**config.mk**
```make
export PLATFORM = sky130hd
export DESIGN_NAME = mod_reduce_unit
export DESIGN_NICKNAME = d
export VERILOG_FILES = /design/src/rtl/mod_reduce_unit.sv
export SDC_FILE = /design/constraint.sdc
export NUM_CORES = 1
export LEC_CHECK = 0
export BUFFER_PORTS_ARGS = -buffer_cell sky130_fd_sc_hd__buf_2
export CAP_MARGIN = 10
export CORE_ASPECT_RATIO = 1.75
export CORE_UTILIZATION = 44
export DETAILED_ROUTE_END_ITERATION = 8
export PLACE_DENSITY = 0.73
export SYNTH_ARGS = -nofsm -noshare
export SYNTH_HDL_FRONTEND = slang
export SYNTH_SLANG_ARGS = --single-unit
```
**constraint.sdc**
```tcl
create_clock -name clk -period 3.22 [get_ports clk]
set_clock_uncertainty 0.1 [all_clocks]
set_input_delay 0.483 -clock clk [delete_from_list [all_inputs] [get_ports clk]]
set_output_delay 0.483 -clock clk [all_outputs]
set_load 0.01 [all_outputs]
```
**src/rtl/mod_reduce_unit.sv**
```systemverilog
// mod_reduce_unit: bit-serial reduction of a signed XW-bit operand modulo an unsigned MW-bit modulus.
// Optional build macro MODRED_CENTERED_EN returns the centered representative instead of [0, m).
module mod_reduce_unit #(
  parameter int XW = 26,
  parameter int MW = 13
) (
  input  logic          clk,
  input  logic          rst_n,
  input  logic          start,
  input  logic [XW-1:0] x,
  input  logic [MW-1:0] m,
  output logic          busy,
  output logic          done,
  output logic          err,
  output logic [MW:0]   r
);
  localparam int CW = $clog2(XW);
  typedef enum logic [2:0] {IDLE, LOAD, DIV, FIX, DONE} state_t;
  state_t        state_q, state_d;
  logic [XW-1:0] x_q, x_d;
  logic [XW-1:0] absx_q, absx_d;
  logic [MW-1:0] m_q, m_d;
  logic          sign_q, sign_d;
  logic [MW:0]   rem_q, rem_d;
  logic [MW:0]   r_q, r_d;
  logic [CW-1:0] cnt_q, cnt_d;
  logic          busy_q, busy_d;
  logic          done_q, done_d;
  logic          err_q, err_d;
  logic [MW+1:0] t;
  logic [MW:0]   sub;
  logic [MW:0]   fixed;
  logic [MW:0]   res;
`ifdef MODRED_CENTERED_EN
  logic [MW-1:0] half;
`endif
  // Restoring step operands, sign fix-up of the remainder and the value loaded into r on DONE entry
  always_comb begin
    t = {rem_q, absx_q[XW-1]};
    sub = t[MW:0] - {1'b0, m_q};
    fixed = (sign_q && rem_q != '0) ? {1'b0, m_q} - rem_q : rem_q;
`ifdef MODRED_CENTERED_EN
    half = (m_q - MW'(1)) >> 1;
    res = (fixed > {1'b0, half}) ? fixed - {1'b0, m_q} : fixed;
`else
    res = fixed;
`endif
  end
  // Next-state logic: operands are captured on acceptance so the requester may change them afterwards
  always_comb begin
    state_d = state_q;
    x_d = x_q;
    absx_d = absx_q;
    m_d = m_q;
    sign_d = sign_q;
    rem_d = rem_q;
    r_d = r_q;
    cnt_d = cnt_q;
    busy_d = busy_q;
    done_d = 1'b0;
    err_d = err_q;
    case (state_q)
      IDLE: begin
        if (start) begin
          state_d = LOAD;
          x_d = x;
          m_d = m;
          busy_d = 1'b1;
          err_d = 1'b0;
        end
      end
      LOAD: begin
        sign_d = x_q[XW-1];
        absx_d = x_q[XW-1] ? -x_q : x_q;
        rem_d = '0;
        cnt_d = '0;
        state_d = (m_q == '0) ? DONE : DIV;
        done_d = (m_q == '0);
        err_d = (m_q == '0);
        r_d = (m_q == '0) ? '0 : r_q;
      end
      DIV: begin
        rem_d = (t >= {2'b00, m_q}) ? sub : t[MW:0];
        absx_d = absx_q << 1;
        cnt_d = cnt_q + CW'(1);
        state_d = (cnt_q == CW'(XW - 1)) ? FIX : DIV;
      end
      FIX: begin
        rem_d = fixed;
        r_d = res;
        done_d = 1'b1;
        state_d = DONE;
      end
      DONE: begin
        busy_d = 1'b0;
        state_d = IDLE;
      end
      default: begin
        state_d = IDLE;
        busy_d = 1'b0;
      end
    endcase
  end
  // State and registered outputs; synchronous active-low reset aborts any operation in flight
  always_ff @(posedge clk) begin
    if (!rst_n) begin
      state_q <= IDLE;
      x_q <= '0;
      absx_q <= '0;
      m_q <= '0;
      sign_q <= 1'b0;
      rem_q <= '0;
      r_q <= '0;
      cnt_q <= '0;
      busy_q <= 1'b0;
      done_q <= 1'b0;
      err_q <= 1'b0;
    end else begin
      state_q <= state_d;
      x_q <= x_d;
      absx_q <= absx_d;
      m_q <= m_d;
      sign_q <= sign_d;
      rem_q <= rem_d;
      r_q <= r_d;
      cnt_q <= cnt_d;
      busy_q <= busy_d;
      done_q <= done_d;
      err_q <= err_d;
    end
  end
  assign busy = busy_q;
  assign done = done_q;
  assign err = err_q;
  assign r = r_q;
endmodule
```
-- After elaboration in Yosys (flattened, before gate mapping)
Cells that the tools add are included.
- bitwise logic cells: 1
- multiplexer cells: 17
- magnitude comparators: 1
- reduce and logical (&&, ||, !) cells: 13
- equality and inequality tests: 6
- add/sub/neg operators: 4
- operators by type and width (kind ; number):
    $pmux 26 s2 ; 1
    $mux 14 ; 3
    $pmux 14 s3 ; 1
    $pmux 14 s2 ; 1
    $mux 26 ; 1
    $neg 26->26 ; 1
    $ge 15x13->1 ; 1
    $reduce_bool 14->1 ; 1
    $sub 13x14->14 ; 1
    $sub 14x13->14 ; 1
    $logic_not 13->1 ; 1
    $pmux 3 s4 ; 1
    $pmux 5 s2 ; 1
    $reduce_and 2->1 ; 4
    $eq 3x2->1 const B ; 2
    $mux 3 ; 2
    $pmux 1 s2 ; 3
    $reduce_bool 2->1 ; 3
    $add 5x1->5 const B ; 1
    $eq 5x5->1 const B ; 1
    $ne 2x2->1 const B ; 2
    $eq 3x1->1 const B ; 1
    $logic_not 3->1 ; 1
    $mux 1 ; 3
    4 further kinds ; 4
- logic and storage cells: 53
- register bits after elaboration: 105
- output and inout bits: 17
- input port bits: 42

-- Longest topological paths before layout
Gate-level depths: netlist (run 1).
- word-level depth: 4
- mapped depth: 12
- depth with buffers taken out: 11

-- Least setup slack after synthesis (run 1)
No wires, ideal clock.
- path type: reg-to-reg
- start point: register m_q[1]
- end point: register rem_q[0]
- stages on the path, launching flop included: 13
- slack: 0.500 ns
- data arrival time: 2.546 ns
- period minus slack after synthesis: 2.720 ns
- data required time: 3.046 ns
- path through: dfxtp_1 > inv_1 > ha_1 > nor2b_1 > o211ai_1 > a31oi_1 > o41ai_1 > o21ai_0 > buf_2 > clkbuf_1 > nand2_1 > o211ai_1 > a31oi_1
- word-level cells in the longest chain between the ends: 3
- ends and longest elaborated chain (item ; line ; source):
    from (decl) ; 22 ; logic [MW-1:0] m_q, m_d;
    from (signal assigned) ; 122 ; m_q <= m_d;
    $ge 15x13->1 ; 83 ; rem_d = (t >= {2'b00, m_q}) ? sub : t[MW:0];
    $mux 14 ; 83 ;
    $pmux 14 s3 ; 62 ; case (state_q)
    to (signal assigned) ; 124 ; rem_q <= rem_d;
    to (decl) ; 24 ; logic [MW:0] rem_q, rem_d;
Every way passes these cells.
A chain may end at the register's enable or synchronous reset.

-- Worst setup path in the final report (run 1)
- start point: register rem_q[1]
- end point: register rem_q[13]
- word-level cells in the longest chain between the ends: 4
- elaborated cells between the ends (all ways): 8
- those cells by class: add/sub: 2; order compare: 1; mux: 3; reduce/logical: 2
- ends and longest elaborated chain (item ; line):
    parallel branches: the longest is 3 deep, another holds $sub 13x14->14 ; -
    $pmux 14 s3 (*) ; 62
Every way passes the cells marked *.

==> results of run 1 <==
==> worst max-delay path: cells and delay by family, from the launching register on <==
| kind | cells | cell delay [ns] |
|---|---|---|
| compound gates | 6 | 1.61 |
| xor+xnor | 1 | 0.20 |
| fa+ha+maj | 1 | 0.27 |
| buf+inv | 1 | 0.10 |
| flops | 1 | 0.44 |
| simple gates | 1 | 0.15 |
==> stage by stage <==
stage	util	std cells	area [um^2]	hold slack, ns	total power, uW
final	0.515	982	6700	0.262	3840
after global routing	0.515	982	6700	0.266	4050
after CTS	0.515	982	6700	0.260	3840
after detailed placement	0.491	967	6390	0.351	2710
after global placement	0.491	967	6390	0.346	2700
after floorplan	-	763	5900	0.352	2370
==> power breakdown <==
group	switching (uW)	internal [uW]	leakage, uW
Sequential	89.2	1370	0.000854
Clock	489	643	0.000148
Combinational	726	523	0.00157
Total	1300	2540	0.00257
==> how the worst max path moves through the flow <==
stage / depth (start not counted) / slack (ns) / end / startpoint
detailed placement: 10 / 0.28 / rem_q[13]$_SDFFE_PN0N_ / rem_q[1]$_SDFFE_PN0N_
finish: 10 / 0.23 / rem_q[13]$_SDFFE_PN0N_ / rem_q[1]$_SDFFE_PN0N_
global placement: 10 / 0.34 / rem_q[13]$_SDFFE_PN0N_ / rem_q[1]$_SDFFE_PN0N_
global route: 10 / 0.03 / rem_q[13]$_SDFFE_PN0N_ / rem_q[1]$_SDFFE_PN0N_
floorplan: 12 / 0.50 / rem_q[0]$_SDFFE_PN0N_ / m_q[1]$_SDFFE_PN0P_
CTS: 10 / 0.27 / rem_q[13]$_SDFFE_PN0N_ / rem_q[1]$_SDFFE_PN0N_
==> flip-flops by register name (all words and copies together) (netlist names) <==
name,count
sign_q,1
x_q,26
busy,1
absx_q,26
cnt_q,5
err,1
done,1
rem_q,14
r,14
m_q,13
state_q,3
==> cell families after synthesis <==
family | count (synthesis) | share of synthesized area
mux | 9 | 0.0153
flops | 105 | 0.357
buf+inv | 79 | 0.0509
simple gates | 269 | 0.203
compound gates | 229 | 0.244
xor+xnor | 40 | 0.0594
fa+ha+maj | 32 | 0.0705
==> cells in the mapped netlist, types with 10 or more instances <==
master    count  area (um^2)
a21oi_1     106          531
a22oi_1      27          203
a31oi_1      11         68.8
clkbuf_1     39          146
dfxtp_1     105         2100
ha_1         30          375
inv_1        36          135
nand2_1     144          541
nor2_1       51          191
o21ai_0      28          140
xnor2_1      30          263
xor2_1       10         87.6
==> layer usage <==
metal  track usage  share of wire
met1         0.254           0.36
met4         0.175          0.073
met5             0              0
met3        0.0462          0.038
met2         0.434           0.53
==> layout make-up <==
class / instances / area, um^2 / area share
Sequential cell: 105 / 2100 / 0.314
Clock inverter: 4 / 51.3 / 0.00766
Multi-Input combinational cell: 579 / 3510 / 0.524
Clock buffer: 11 / 253 / 0.0377
Timing Repair Buffer: 75 / 430 / 0.0643
Tap cell: 171 / 214 / 0.0320
Inverter: 37 / 139 / 0.0207
==> results.py, run 1 <==
metrics = {
    "global_route": {
        "grt_pass1_wl_um": 26000,
        "antenna_found_initial": 0,
        "grt_usage": 0.247,
        "overflow": 0,
        "grt_max_degree": 77,
        "grt_pass1_vias": 5224,
    },
    "sta": {
        "grt_setup_unrepaired": "false",
        "setup_viol": 0,
        "slew_violations": 0,
        "tightest_slew_ns": 1.15,
        "hold_violations": 0,
        "finalWorstSetupSlack_ns": 0.233,
        "slew_headroom": 0.231,
        "fin_crit_ns": 2.99,
        "fin_crit_sh": 0.928,
        "tns_ns": 0,
        "max_freq_mhz": 335,
    },
    "die": {
        "start_util": 0.453,
        "num_io_pins": 59,
        "die_y_um": 155,
        "placeableCoreArea_mm2": 0.0130,
        "dieArea_mm2": 0.0139,
        "die_x_um": 89.5,
        "num_rows": 55,
    },
    "yosys": {
        "synth_edf_count": 0,
        "syn_nets": 837,
        "synthArstFlopShare": 0,
        "ys_seq_area_frac": 0.357,
        "synth_flop_cell": "dfxtp_1",
        "synthCells": 763,
        "yosysWarnings": 0,
        "ys_ff_latch": 105,
        "syn_area_per_cell_um2": 7.73,
        "syn_area_mm2": 0.00590,
        "yosysUniqueCellTypes": 54,
    },
    "route": {
        "drcViolationCount": 0,
        "dr_total_vias": 5552,
        "drtIter0Drc": 248,
        "wl_per_cell_um": 16.4,
        "ant_nets": 0,
        "firstDrtPassIters": 6,
        "drt_wl_total_um": 16100,
        "routed_via_density": 5.65,
    },
    "pwr": {
        "p_per_area_mw_per_mm2": 574,
        "p_leak_uw": 0.00257,
        "vdd_ir_drop_max_mv": 0.270,
    },
    "setup_path": {
        "slowest_delay_ns": 0.55,
        "r2r_cells": 10,
        "endpoint_kind": "flop",
        "r2r-start": "rem_q[1]$_SDFFE_PN0N_",
        "worst_ep_arrival_time_ns": 3.10,
        "path_cells": "inv_1 > ha_1 > nor2b_1 > o2111a_1 > o31ai_1 > o21ai_0 > a2111oi_0 > xnor2_1 > a2bb2oi_1 > a21oi_1",
        "r2r-end": "rem_q[13]$_SDFFE_PN0N_",
        "slowest_stage": "a2111oi_0",
        "crit_path_max_fanout": 6,
        "required_ns": 3.34,
        "start_kind": "flop",
        "timing.reg2reg.setup_slack_ns": 0.23,
        "worstSetupPathType": "flop to flop",
    },
    "clock_tree": {
        "ctsHoldBuffers": 0,
        "cts_buffer_depth": 2,
        "clock-sinks": 105,
        "cts_resized": 0,
        "htree_levels": 3,
        "cts_tree": "yes",
        "cts_buffers": 9,
        "clock_latency_ns": 0.35,
        "root_buffer": "clkbuf_16",
        "cts_setup_buffers": 0,
        "clk_pin_slew_worst_paths_ns": 0.07,
    },
    "layout": {
        "syn2layout_area_growth_pct": 13.6,
        "nFillCells": 1278,
        "diodes": 0,
        "final_common_cell": "nand2_1",
        "drive_gt1_frac": 0.134,
        "layout_common_cells": "nand2_1 (144), a21oi_1 (106), dfxtp_1 (105)",
        "nets": 881,
    },
    "run": {
        "drv_cap": 0,
    },
    "status": {
        "status": "finished, final reports clean",
    },
    "min_path": {
        "hp-class": "input port to flop",
        "min_to": "m_q[11]$_SDFFE_PN0P_",
        "hold_path_depth": 3,
        "hold_start": "m[11]",
    },
    "placed_design": {
        "gp_congestion": 1.01,
        "place_ws_ns": 0.283,
        "port_buffers": 58,
        "hpwl_um": 12000,
    },
}
(Power assumes the default switching activity.)
==> inputs of run 2 (changes only) <==
Settings changed: REMOVE_ABC_BUFFERS set to 1.
==> run 2 against run 1 <==
  * Register-to-register slack barely moved
  * Routed wire length is 11% lower
  * Worst setup slack got worse by 0.0051 ns
  * Highest routed layer unchanged
  * Combinational power is 5% lower
  * First-iteration DRC count is 16% higher
  * Sequential cell count unchanged
  * Largest power group unchanged
  * Hold slack improved by 0.0094 ns
==> results.py, run 2 (synthesis results as in run 1) <==
metrics = {
    "setup_path": {
        "r2r_cells": 12,
        "worstSetupPathType": "flop to flop",
        "worst_ep_arrival_time_ns": 3.10,
        "start_kind": "flop",
        "crit_top_cell": "buf_4",
        "endpoint_kind": "flop",
        "required_ns": 3.33,
        "slowest_stage": "dfxtp_1",
        "path_cells": "inv_1 > ha_1 > nor2b_1 > o211ai_1 > a31oi_1 > o41ai_1 > buf_4 > o21ai_1 > buf_4 > mux2i_1 > a221oi_1 > nor2_1",
        "slowest_delay_ns": 0.42,
        "crit_path_max_fanout": 18,
    },
    "min_path": {
        "hold_path_depth": 3,
        "hp-class": "input port to flop",
    },
    "clock_tree": {
        "cts_buffer_depth": 2,
        "clk_pin_slew_worst_paths_ns": 0.07,
        "root_buffer": "clkbuf_16",
        "clock-sinks": 105,
        "ctsHoldBuffers": 0,
        "cts_setup_buffers": 0,
        "htree_levels": 3,
        "cts_resized": 0,
        "cts_buffers": 9,
        "cts_tree": "yes",
        "clock_latency_ns": 0.34,
    },
    "sta": {
        "finalWorstSetupSlack_ns": 0.227,
        "fin_crit_ns": 2.99,
        "grt_setup_unrepaired": "false",
        "tightest_slew_ns": 1.13,
        "fin_crit_sh": 0.929,
        "setup_viol": 0,
        "slew_headroom": 0.247,
        "slew_violations": 0,
        "hold_violations": 0,
        "worst_hold_slack_ns": 0.271,
        "max_freq_mhz": 334,
    },
    "global_route": {
        "antenna_found_initial": 0,
        "overflow": 0,
        "grt_max_degree": 64,
        "grt_usage": 0.222,
        "grt_pass1_wl_um": 23800,
        "grt_pass1_vias": 5119,
    },
    "route": {
        "firstDrtPassIters": 5,
        "drtIter0Drc": 288,
        "drcViolationCount": 0,
        "ant_nets": 0,
        "wl_per_cell_um": 14.7,
        "dr_total_vias": 5384,
        "routed_via_density": 5.51,
        "drt_wl_total_um": 14400,
    },
    "status": {
        "status": "finished, final reports clean",
    },
    "layout": {
        "nets": 876,
        "diodes": 0,
        "finalNonFillerCells": 978,
        "fin_util": 0.510,
        "reg_top3": "absx_q: 26 flops, x_q: 26 flops",
        "syn2layout_area_growth_pct": 12.4,
        "final_common_cell": "nand2_1",
        "layout_common_cells": "nand2_1 (144), a21oi_1 (106), dfxtp_1 (105)",
        "drive_gt1_frac": 0.128,
    },
    "pwr": {
        "p_per_area_mw_per_mm2": 554,
        "p_leak_uw": 0.00254,
        "vdd_ir_drop_max_mv": 0.282,
    },
    "die": {
        "placeableCoreArea_mm2": 0.0130,
        "num_rows": 55,
        "die_y_um": 155,
        "dieArea_mm2": 0.0139,
        "num_io_pins": 59,
        "die_x_um": 89.5,
        "start_util": 0.453,
    },
    "placed_design": {
        "hpwl_um": 10700,
        "dp_cells": 962,
        "gp_congestion": 0.910,
        "port_buffers": 58,
        "place_ws_ns": 0.204,
    },
    "run": {
        "drv_cap": 0,
    },
}
[run 2: through the flow]
stage	area (um^2)	total power (uW)	TNS (ns)
after floorplan	5730	2350	-34.83
after global placement	6350	2650	0
after detailed placement	6350	2660	0
after CTS	6630	3690	0
after global routing	6630	3890	0
final	6630	3680	0
[run 2: final cells by class]
cell class | count | area, um^2
multi-input cells | 579 | 3510
flip-flops and latches | 105 | 2100
well taps | 171 | 214
fillers | 1301 | 6380
inverters | 37 | 139
clock buffers | 12 | 246
clock inverters | 4 | 27.5
repair buffers | 70 | 393
[run 2: worst paths after layout]
kind / startpoint / endpoint / slack, ns
worst max register to register: m_q[1]$_SDFFE_PN0P_ / rem_q[3]$_SDFFE_PN0N_ / 0.23
worst max-delay path: m_q[1]$_SDFFE_PN0P_ / rem_q[3]$_SDFFE_PN0N_ / 0.23
worst min-delay path: x[18] / x_q[18]$_SDFFE_PN0P_ / 0.27
worst min register to register: r[5]$_SDFFE_PN0P_ / r[5]$_SDFFE_PN0P_ / 0.35
[run 2: worst max-delay path: cells and delay by family, from the launching register on]
kind,cells,cell delay (ns)
adders and majority gates,1,0.31
and+or+nand+nor,2,0.21
DFF,1,0.42
AOI/OAI and AO/OA,5,1.16
muxes,1,0.15
buffers and inverters,3,0.51
[run 2: power breakdown]
| part | internal [uW] | switching [uW] | total, uW |
|---|---|---|---|
| Clock | 548 | 481 | 1030 |
| Combinational | 499 | 688 | 1190 |
| Sequential | 1370 | 85.5 | 1460 |
| Total | 2420 | 1250 | 3680 |
[run 2: metal layers]
layer	wire length, um	global-route usage	up-vias	part of all wire
met5	0	0	-	0
met4	902	0.147	0	0.063
met3	374	0.0281	46	0.026
met2	7490	0.393	118	0.52
met1	5610	0.239	2450	0.39
li1	-	-	2770	-
==> inputs of run 3 (changes only) <==
Settings changed: BUFFER_PORTS_ARGS -buffer_cell sky130_fd_sc_hd__buf_2 to -buffer_cell sky130_fd_sc_hd__clkbuf_2.
Clock period 3.22 ns to 3.2 ns, I/O delays scaled along.
==> run 3 against run 2 <==
  * First-iteration DRC count is 5.6% lower
  * Sequential cell count stayed put
  * Global-route usage is 0.080 points lower
  * Sequential share of layout area is 0.15 points lower
  * Cell count is 0.10% higher
  * Non-clock buffer count is 1 higher
  * Utilization is 0.24 points higher
  * Clock-buffer cell count is 3 lower
  * Routed wire length is 0.67% higher
  * Fmax is 0.57% lower
  * Via count is 0.50% higher
==> results.py, run 3 (synthesis results as in run 1) <==
metrics = {
    "status": {
        "status": "finished, final reports clean",
    },
    "placed_design": {
        "gp_congestion": 0.925,
        "port_buffers": 58,
        "place_ws_ns": 0.206,
        "placed_cell_area_mm2": 0.00636,
        "dp_cells": 963,
        "hpwl_um": 10900,
    },
    "layout": {
        "layout_common_cells": "nand2_1 (144), a21oi_1 (106), dfxtp_1 (105)",
        "regArea_mm2": 0.00210,
        "final_design_area_no_fill_mm2": 0.00666,
        "drive_gt1_frac": 0.131,
        "reg_top3": "absx_q: 26 flops, x_q: 26 flops",
        "nets": 877,
        "nFillCells": 1280,
        "diodes": 0,
        "syn2layout_area_growth_pct": 13.0,
        "final_common_cell": "nand2_1",
        "multi_input_area_mm2": 0.00351,
        "finalNonFillerCells": 979,
    },
    "die": {
        "dieArea_mm2": 0.0139,
        "num_rows": 55,
        "start_util": 0.453,
        "die_y_um": 155,
        "placeableCoreArea_mm2": 0.0130,
        "num_io_pins": 59,
        "die_x_um": 89.5,
    },
    "setup_path": {
        "slowest_stage": "a2111oi_0",
        "start_kind": "flop",
        "worstSetupPathType": "flop to flop",
        "slowest_delay_ns": 0.70,
        "crit_path_max_fanout": 18,
        "path_cells": "inv_1 > ha_1 > a2111oi_0 > o31a_1 > o21ai_1 > buf_4 > mux2i_1 > a222oi_1 > nor2_1",
        "endpoint_kind": "flop",
        "worst_ep_arrival_time_ns": 3.13,
        "required_ns": 3.32,
    },
    "sta": {
        "fin_crit_sh": 0.941,
        "hold_violations": 0,
        "tns_ns": 0,
        "max_freq_mhz": 332,
        "fin_crit_ns": 3.01,
        "setup_viol": 0,
        "worst_hold_slack_ns": 0.234,
        "slew_headroom": 0.255,
        "finalWorstSetupSlack_ns": 0.190,
        "grt_setup_unrepaired": "false",
        "slew_violations": 0,
        "tightest_slew_ns": 1.11,
    },
    "route": {
        "highest_layer": "met4",
        "met3WireLength_um": 402,
        "drt_wl_total_um": 14500,
        "dr_wl_met2_um": 7630,
        "drcViolationCount": 0,
        "routed_via_density": 5.53,
        "ant_nets": 0,
        "wl_per_cell_um": 14.8,
        "wl_met1_um": 5580,
        "dr_total_vias": 5411,
        "firstDrtPassIters": 5,
        "drtIter0Drc": 272,
    },
    "clock_tree": {
        "cts_buffer_depth": 2,
        "cts_tree": "yes",
        "root_buffer": "clkbuf_16",
        "cts_buffers": 9,
        "clock_latency_ns": 0.36,
        "htree_levels": 3,
        "clock-sinks": 105,
        "clk_pin_slew_worst_paths_ns": 0.08,
    },
    "global_route": {
        "grt_usage": 0.221,
        "antenna_found_initial": 0,
        "grt_pass1_wl_um": 23700,
        "grt_pass1_vias": 5151,
        "overflow": 0,
        "grt_max_degree": 59,
    },
    "pwr": {
        "p_per_area_mw_per_mm2": 564,
        "vdd_ir_drop_max_mv": 0.310,
        "p_leak_uw": 0.00254,
    },
    "min_path": {
        "hp-class": "input port to flop",
    },
    "run": {
        "drv_cap": 0,
    },
}
## run 3: changes by cell type in the layout (fill, tap and decap cells not counted), sizes merged
cell      before  now
clkbuf        12   67
buf           70   13
clkinvlp       0    1
clkinv         3    2
inv           38   41
## run 3: area by class of cell
| type | instances | area share |
|---|---|---|
| sequential | 105 | 0.316 |
| timing repair buffer | 71 | 0.0601 |
| clock inverter | 7 | 0.0109 |
| inverter | 37 | 0.0209 |
| multi-input combinational | 579 | 0.527 |
| tap | 171 | 0.0321 |
| clock buffer | 9 | 0.0338 |
## run 3: path summary, 6_finish.rpt
kind / slack [ns] / depth (start not counted) / endpoint / from
max reg2reg: 0.19 / 9 / rem_q[6]$_SDFFE_PN0N_ / m_q[12]$_SDFFE_PN0P_
min reg2reg: 0.35 / 2 / r[8]$_SDFFE_PN0P_ / r[8]$_SDFFE_PN0P_
max: 0.19 / 9 / rem_q[6]$_SDFFE_PN0N_ / m_q[12]$_SDFFE_PN0P_
min: 0.23 / 3 / x_q[7]$_SDFFE_PN0P_ / x[7]
## run 3: per-layer routing
metal,track usage,vias to the layer above
met4,0.148,0
met5,0,-
li1,-,2762
met1,0.235,2467
met2,0.397,133
met3,0.0233,49
## run 3: report_power, final
part           switching, uW  total (uW)  internal [uW]
clock                    542        1100            553
sequential              82.6        1460           1380
combinational            696        1200            503
total                   1320        3760           2440
## run 3: what timing repair did
item                       CTS  global route
gates resized for setup      0             1
buffers inserted             0             0
hold buffers                 0             0
setup endpoints to repair    0             1
## run 3: critical path: cells and delay by family (launching register included)
family,cells,cell delay [ns]
and+or+nand+nor,1,0.06
AOI/OAI and AO/OA,4,1.37
buffers and inverters,2,0.30
DFF,1,0.46
adders and majority gates,1,0.42
muxes,1,0.15
## run 3: metrics by stage
step | total power, uW | util
after detailed placement | 2680 | 0.489
after floorplan | 2360 | -
final | 3760 | 0.512
after global placement | 2660 | 0.489
after CTS | 3770 | 0.512
after global routing | 3970 | 0.512
